==> src/rtl/iob_fifo_pkg.sv <==
// Width helpers shared by the asymmetric FIFO and its memory.
package iob_fifo_pkg;

  // Larger of two widths or ratios.
  function automatic int unsigned max_w(input int unsigned a, input int unsigned b);
    return (a > b) ? a : b;
  endfunction

  // Smaller of two widths or ratios.
  function automatic int unsigned min_w(input int unsigned a, input int unsigned b);
    return (a < b) ? a : b;
  endfunction

  // log2 of a power-of-two width ratio (ceil for non-powers).
  function automatic int unsigned log2_ratio(input int unsigned r);
    int unsigned n;
    n = 0;
    for (int unsigned i = 0; i < 31; i++) begin
      if ((32'd1 << i) < r) n = i + 1;
    end
    return n;
  endfunction

endpackage

==> src/rtl/iob_sync_asym_ram.sv <==
// Single-clock asymmetric two-port memory built from MIN_W-wide banks.
// Address space is in MIN_W words: word a lives in bank (a mod N_BANKS),
// row (a / N_BANKS). The wide side touches every bank in one access.
module iob_sync_asym_ram
  import iob_fifo_pkg::*;
#(
  parameter int unsigned W_DATA_W = 32,
  parameter int unsigned R_DATA_W = 8,
  parameter int unsigned ADDR_W   = 4
) (
  input  logic                clk,
  input  logic                rst,
  input  logic                w_en,
  input  logic [ADDR_W-1:0]   w_ptr,
  input  logic [W_DATA_W-1:0] w_data,
  input  logic                r_en,
  input  logic [ADDR_W-1:0]   r_ptr,
  output logic [R_DATA_W-1:0] r_data
);

  localparam int unsigned MIN_W   = min_w(W_DATA_W, R_DATA_W);
  localparam int unsigned W_RATIO = W_DATA_W / MIN_W;
  localparam int unsigned R_RATIO = R_DATA_W / MIN_W;
  localparam int unsigned N_BANKS = max_w(W_RATIO, R_RATIO);
  localparam int unsigned SEL_W   = log2_ratio(N_BANKS);
  localparam int unsigned ROW_W   = ADDR_W - SEL_W;
  localparam int unsigned ROW_WS  = (ROW_W > 0) ? ROW_W : 1;
  localparam int unsigned DEPTH   = 1 << ROW_W;
  localparam int unsigned MASK    = N_BANKS - 1;

  logic [ROW_WS-1:0]   w_row;
  logic [ROW_WS-1:0]   r_row;
  logic [MIN_W-1:0]    rd_word [N_BANKS];
  logic [R_DATA_W-1:0] r_next;

  assign w_row = ROW_WS'(w_ptr >> SEL_W);
  assign r_row = ROW_WS'(r_ptr >> SEL_W);

  for (genvar b = 0; b < N_BANKS; b++) begin : g_bank
    // Bank b belongs to the write lane group starting at LANE_BASE; on the
    // wide-write side that base is 0 and the pointer lane bits are 0 too.
    localparam int unsigned LANE_BASE = b - (b % W_RATIO);
    localparam int unsigned LANE_OFF  = b % W_RATIO;

    logic [MIN_W-1:0] mem [DEPTH];
    logic             we;
    logic [MIN_W-1:0] wd;

    assign we = w_en && ((w_ptr & ADDR_W'(MASK)) == ADDR_W'(LANE_BASE));
    assign wd = w_data[LANE_OFF*MIN_W +: MIN_W];

    // Bank storage; not reset, stale contents become unreachable.
    always_ff @(posedge clk) begin
      if (we) mem[w_row] <= wd;
    end

    assign rd_word[b] = mem[r_row];
  end

  if (N_BANKS == 1) begin : g_rd_one
    assign r_next = rd_word[0];
  end else begin : g_rd_sel
    // Read slice j comes from pointer + j; narrow reads use only slice 0.
    always_comb begin
      r_next = '0;
      for (int unsigned j = 0; j < R_RATIO; j++) begin
        r_next[j*MIN_W +: MIN_W] =
          rd_word[SEL_W'((r_ptr + ADDR_W'(j)) & ADDR_W'(MASK))];
      end
    end
  end

  // Registered read port; holds when no read is accepted.
  always_ff @(posedge clk or posedge rst) begin
    if (rst)       r_data <= '0;
    else if (r_en) r_data <= r_next;
  end

endmodule

==> src/rtl/iob_sync_asym_fifo.sv <==
// Single-clock FIFO with independent write and read widths.
// Pointers and level count MIN_W words; flags are registered from level.
module iob_sync_asym_fifo
  import iob_fifo_pkg::*;
#(
  parameter int unsigned W_DATA_W = 32,
  parameter int unsigned R_DATA_W = 8,
  parameter int unsigned ADDR_W   = 4
) (
  input  logic                clk,
  input  logic                rst,
  input  logic                w_en,
  input  logic [W_DATA_W-1:0] w_data,
  output logic                w_full,
  input  logic                r_en,
  output logic [R_DATA_W-1:0] r_data,
  output logic                r_empty,
  output logic [ADDR_W:0]     level
);

  localparam int unsigned MIN_W   = min_w(W_DATA_W, R_DATA_W);
  localparam int unsigned W_RATIO = W_DATA_W / MIN_W;
  localparam int unsigned R_RATIO = R_DATA_W / MIN_W;
  localparam int unsigned LVL_W   = ADDR_W + 1;
  localparam int unsigned CAP     = 1 << ADDR_W;

  logic [ADDR_W-1:0] w_ptr;
  logic [ADDR_W-1:0] r_ptr;
  logic              wr_acc;
  logic              rd_acc;
  logic [LVL_W-1:0]  level_next;

  // Requests are qualified only by the current registered flags.
  assign wr_acc = w_en & ~w_full;
  assign rd_acc = r_en & ~r_empty;

  // Occupancy after this edge's accepted transfers.
  always_comb begin
    level_next = level;
    if (wr_acc) level_next = level_next + LVL_W'(W_RATIO);
    if (rd_acc) level_next = level_next - LVL_W'(R_RATIO);
  end

  // Pointers, level and flags; flags follow level_next on the same edge.
  always_ff @(posedge clk or posedge rst) begin
    if (rst) begin
      w_ptr   <= '0;
      r_ptr   <= '0;
      level   <= '0;
      w_full  <= 1'b0;
      r_empty <= 1'b1;
    end else begin
      if (wr_acc) w_ptr <= w_ptr + ADDR_W'(W_RATIO);
      if (rd_acc) r_ptr <= r_ptr + ADDR_W'(R_RATIO);
      level   <= level_next;
      w_full  <= level_next > LVL_W'(CAP - W_RATIO);
      r_empty <= level_next < LVL_W'(R_RATIO);
    end
  end

  iob_sync_asym_ram #(
    .W_DATA_W (W_DATA_W),
    .R_DATA_W (R_DATA_W),
    .ADDR_W   (ADDR_W)
  ) u_ram (
    .clk    (clk),
    .rst    (rst),
    .w_en   (wr_acc),
    .w_ptr  (w_ptr),
    .w_data (w_data),
    .r_en   (rd_acc),
    .r_ptr  (r_ptr),
    .r_data (r_data)
  );

endmodule

==> config.mk <==
export PLATFORM = sky130hd
export DESIGN_NAME = iob_sync_asym_fifo
export DESIGN_NICKNAME = d
export VERILOG_FILES = /design/src/rtl/iob_fifo_pkg.sv /design/src/rtl/iob_sync_asym_ram.sv /design/src/rtl/iob_sync_asym_fifo.sv
export SDC_FILE = /design/constraint.sdc
export NUM_CORES = 1
export LEC_CHECK = 0
export CAP_MARGIN = 20
export CELL_PAD_IN_SITES_DETAIL_PLACEMENT = 2
export CELL_PAD_IN_SITES_GLOBAL_PLACEMENT = 2
export CORE_UTILIZATION = 44
export CTS_CLUSTER_DIAMETER = 100
export CTS_CLUSTER_SIZE = 28
export DETAILED_ROUTE_END_ITERATION = 12
export GPL_TIMING_DRIVEN = 0
export PLACE_DENSITY = 0.77
export SLEW_MARGIN = 20
export SYNTH_ARGS = -nofsm -noshare
export SYNTH_HDL_FRONTEND = slang
export SYNTH_SLANG_ARGS = --single-unit
==> constraint.sdc <==
create_clock -name clk -period 2.6 [get_ports clk]
set_input_delay 0.52 -clock clk [delete_from_list [all_inputs] [get_ports clk]]
set_output_delay 0.52 -clock clk [all_outputs]
set_load 0.01 [all_outputs]
==> results.json <==
{
  "fin_area_um2": 7310,
  "dp.cells": 520,
  "drv_slew": 0,
  "root_buffer": "clkbuf_16",
  "wl_per_cell_um": 25.0,
  "numPortBuffers": 50,
  "cpMaxStageDelayCell": "buf_2",
  "synth_commonest_cells": "edfxtp_1 (128), mux2i_1 (22), mux4_2 (22), dfrtp_1 (20), nor2_1 (10)",
  "ir_drop_uv": 849,
  "cts_tree": "done",
  "gp_congestion": 0.661,
  "num_rows": 41,
  "vias": 2985,
  "syn_area_um2": 5870,
  "total_power_mw": 8.43,
  "areaGrowthSynthToFinish_pct": 24.7,
  "numCtsBuffers": 17,
  "gr-total-overflow": 0,
  "fin_crit_sh": 0.895,
  "cts_hold_buf": 0,
  "antenna_cells": 0,
  "ys_ff_latch": 149,
  "start_kind": "flip-flop",
  "grt_pass1_wl_mm": 21.4,
  "dieArea_um2": 13800,
  "syn_avg_cell_area_um2": 20.0,
  "worst-path-buf-inv": 2,
  "grt_max_degree": 24,
  "start_util": 0.457,
  "fmax_mhz": 430,
  "die_x_um": 117,
  "async_flop_share": 0.141,
  "clock_skew_ps": 7.60,
  "synth_area_leader_cell": "edfxtp_1",
  "grt_antenna_before_repair": 0,
  "fin_tns_setup_ps": 0,
  "cp_max_fo": 19,
  "cts.sinks": 149,
  "synth_nets": 337,
  "ctsHtreeMaxLevel": 4,
  "drtPass1Iterations": 4,
  "crit_chain": "buf_2 -> clkbuf_2 -> nand3_1 -> o221ai_1 -> o32a_1",
  "ys_warn_count": 0,
  "cp.required_ps": 2960,
  "routed_via_density": 5.42,
  "num_io_pins": 51,
  "grt_usage": 0.222,
  "fin_util": 0.570,
  "crit_family": "buffers and inverters",
  "clk_path_buf_depth": 2,
  "cp-end-kind": "flip-flop",
  "yosys.area.top_type_share": 0.655,
  "min-delay-path-class": "flip-flop to flip-flop",
  "die_h_um": 117,
  "rsz0062_at_grt": "false",
  "num-nets-final": 409,
  "yosysSeqAreaShare": 0.745,
  "yosysMostFrequentCell": "edfxtp_1",
  "hold_viol_final": 0,
  "max_stage_delay_ps": 440,
  "clk_latency_ps": 430,
  "pwr_density_cell_nw_per_um2": 1150,
  "synth_area_leaders": "edfxtp_1 (66%), dfrtp_1 (8.5%), mux4_2 (8.4%), mux2i_1 (3.8%), mux4_1 (1.8%)",
  "core-area_um2": 12800,
  "dpl_cell_area_um2": 6680,
  "drt_iter0_markers": 159,
  "synthFlopType": "edfxtp_1",
  "path_clk_slew_ps": 60,
  "ant_nets": 0,
  "path_class": "flip-flop to flip-flop",
  "synth_edf_count": 128,
  "max-slew-margin-rel": 0.381,
  "status": "finished clean",
  "routed_wirelength_mm": 13.8,
  "final_cells": 551,
  "dpl.hpwl_mm": 9.33,
  "drc": 0,
  "cap_viol_max_count": 0,
  "drive_gt1_frac": 0.190,
  "grt_pass1_vias": 3391,
  "period_needed_ps": 2330,
  "setup_viol": 0,
  "worst_slew_pin_slew_ps": 927,
  "p_leak_nw": 2.53,
  "arrival_ps": 2680,
  "synth_cells": 294,
  "synthDistinctLibCells": 34
}
[final timing paths]
kind / startpoint / end / slack (ps) / depth (start not counted)
setup reg to reg: r_ptr[3]$_DFFE_PP0P_ / u_ram.r_data[5]$_DFFE_PP0P_ / 270 / 5
hold reg to reg: u_ram.r_data[1]$_DFFE_PP0P_ / u_ram.r_data[1]$_DFFE_PP0P_ / 510 / 1
setup / recovery: r_ptr[3]$_DFFE_PP0P_ / u_ram.r_data[5]$_DFFE_PP0P_ / 270 / 5
hold / removal: u_ram.r_data[1]$_DFFE_PP0P_ / u_ram.r_data[1]$_DFFE_PP0P_ / 510 / 1
min in group asynchronous: rst / w_full$_DFF_PP0_ / 600 / 2
max in group asynchronous: rst / u_ram.r_data[1]$_DFFE_PP0P_ / 1420 / 2
[metrics by stage]
step	worst slack, ps	hold WS (ps)
floorplan	367	496
finish	272	514
global placement	-931	490
detailed placement	-212	503
global route	67.2	537
CTS	90.3	516
[cells in the final DEF (no fill, tap or decap), types with 3 or more instances in the layout]
cell type        instances
and2_2                   4
buf_12                   4
buf_2                    4
bufinv_16                4
clkbuf_1                 4
clkbuf_16               17
clkbuf_8                 3
clkdlybuf4s50_1         50
clkinv_2                 3
clkinvlp_4               3
dfrtp_1                 20
edfxtp_1               128
ha_1                     7
inv_1                    6
mux2i_1                 22
mux4_1                   4
mux4_2                  22
nand2_1                  5
nand3_1                  3
nor2_1                  10
nor2b_1                  9
o221ai_1                 7
o32a_1                   7
xnor2_1                  8
xor2_1                   3
[logic make-up (layout without fill, tap and decap cells)]
logic type      count (synthesis)  in the layout  synth area share
simple gates                   38             38            0.0341
fa+ha+maj                       7              7            0.0149
flops                         149            149             0.745
mux                            50             50             0.144
compound gates                 19             19            0.0275
buf+inv                        20            105            0.0177
xor+xnor                       11             11            0.0164
[where the power goes]
group,switching [mW],internal [mW]
clock,0.958,1.68
sequential,0.219,3.05
combinational,1.29,1.23
[final cells by class]
class                      count  area (µm²)
fill                        1071        5510
sequential                   149        4370
multi-input combinational    125        1400
timing repair buffer          54         588
clock buffer                  20         467
tap                          172         215
clock inverter                12         175
buffer                        13        78.8
inverter                       6        22.5
[registers in the layout, summed over array words and instances, names as in the netlist]
name	cells
u_ram.g_bank.mem	128
u_ram.r_data	8
w_full	1
level	5
r_empty	1
r_ptr	4
w_ptr	2
[repair_timing]
item	CTS	global route
gates resized for setup	0	1
setup buffers	0	0
setup endpoints to repair	0	2
[layer usage]
metal,global-route usage,wire (µm)
met1,0.268,5610
met3,0.0533,535
met5,0,0
met2,0.381,7370
met4,0.100,262
No activity file was read; power rests on OpenSTA's default activity.
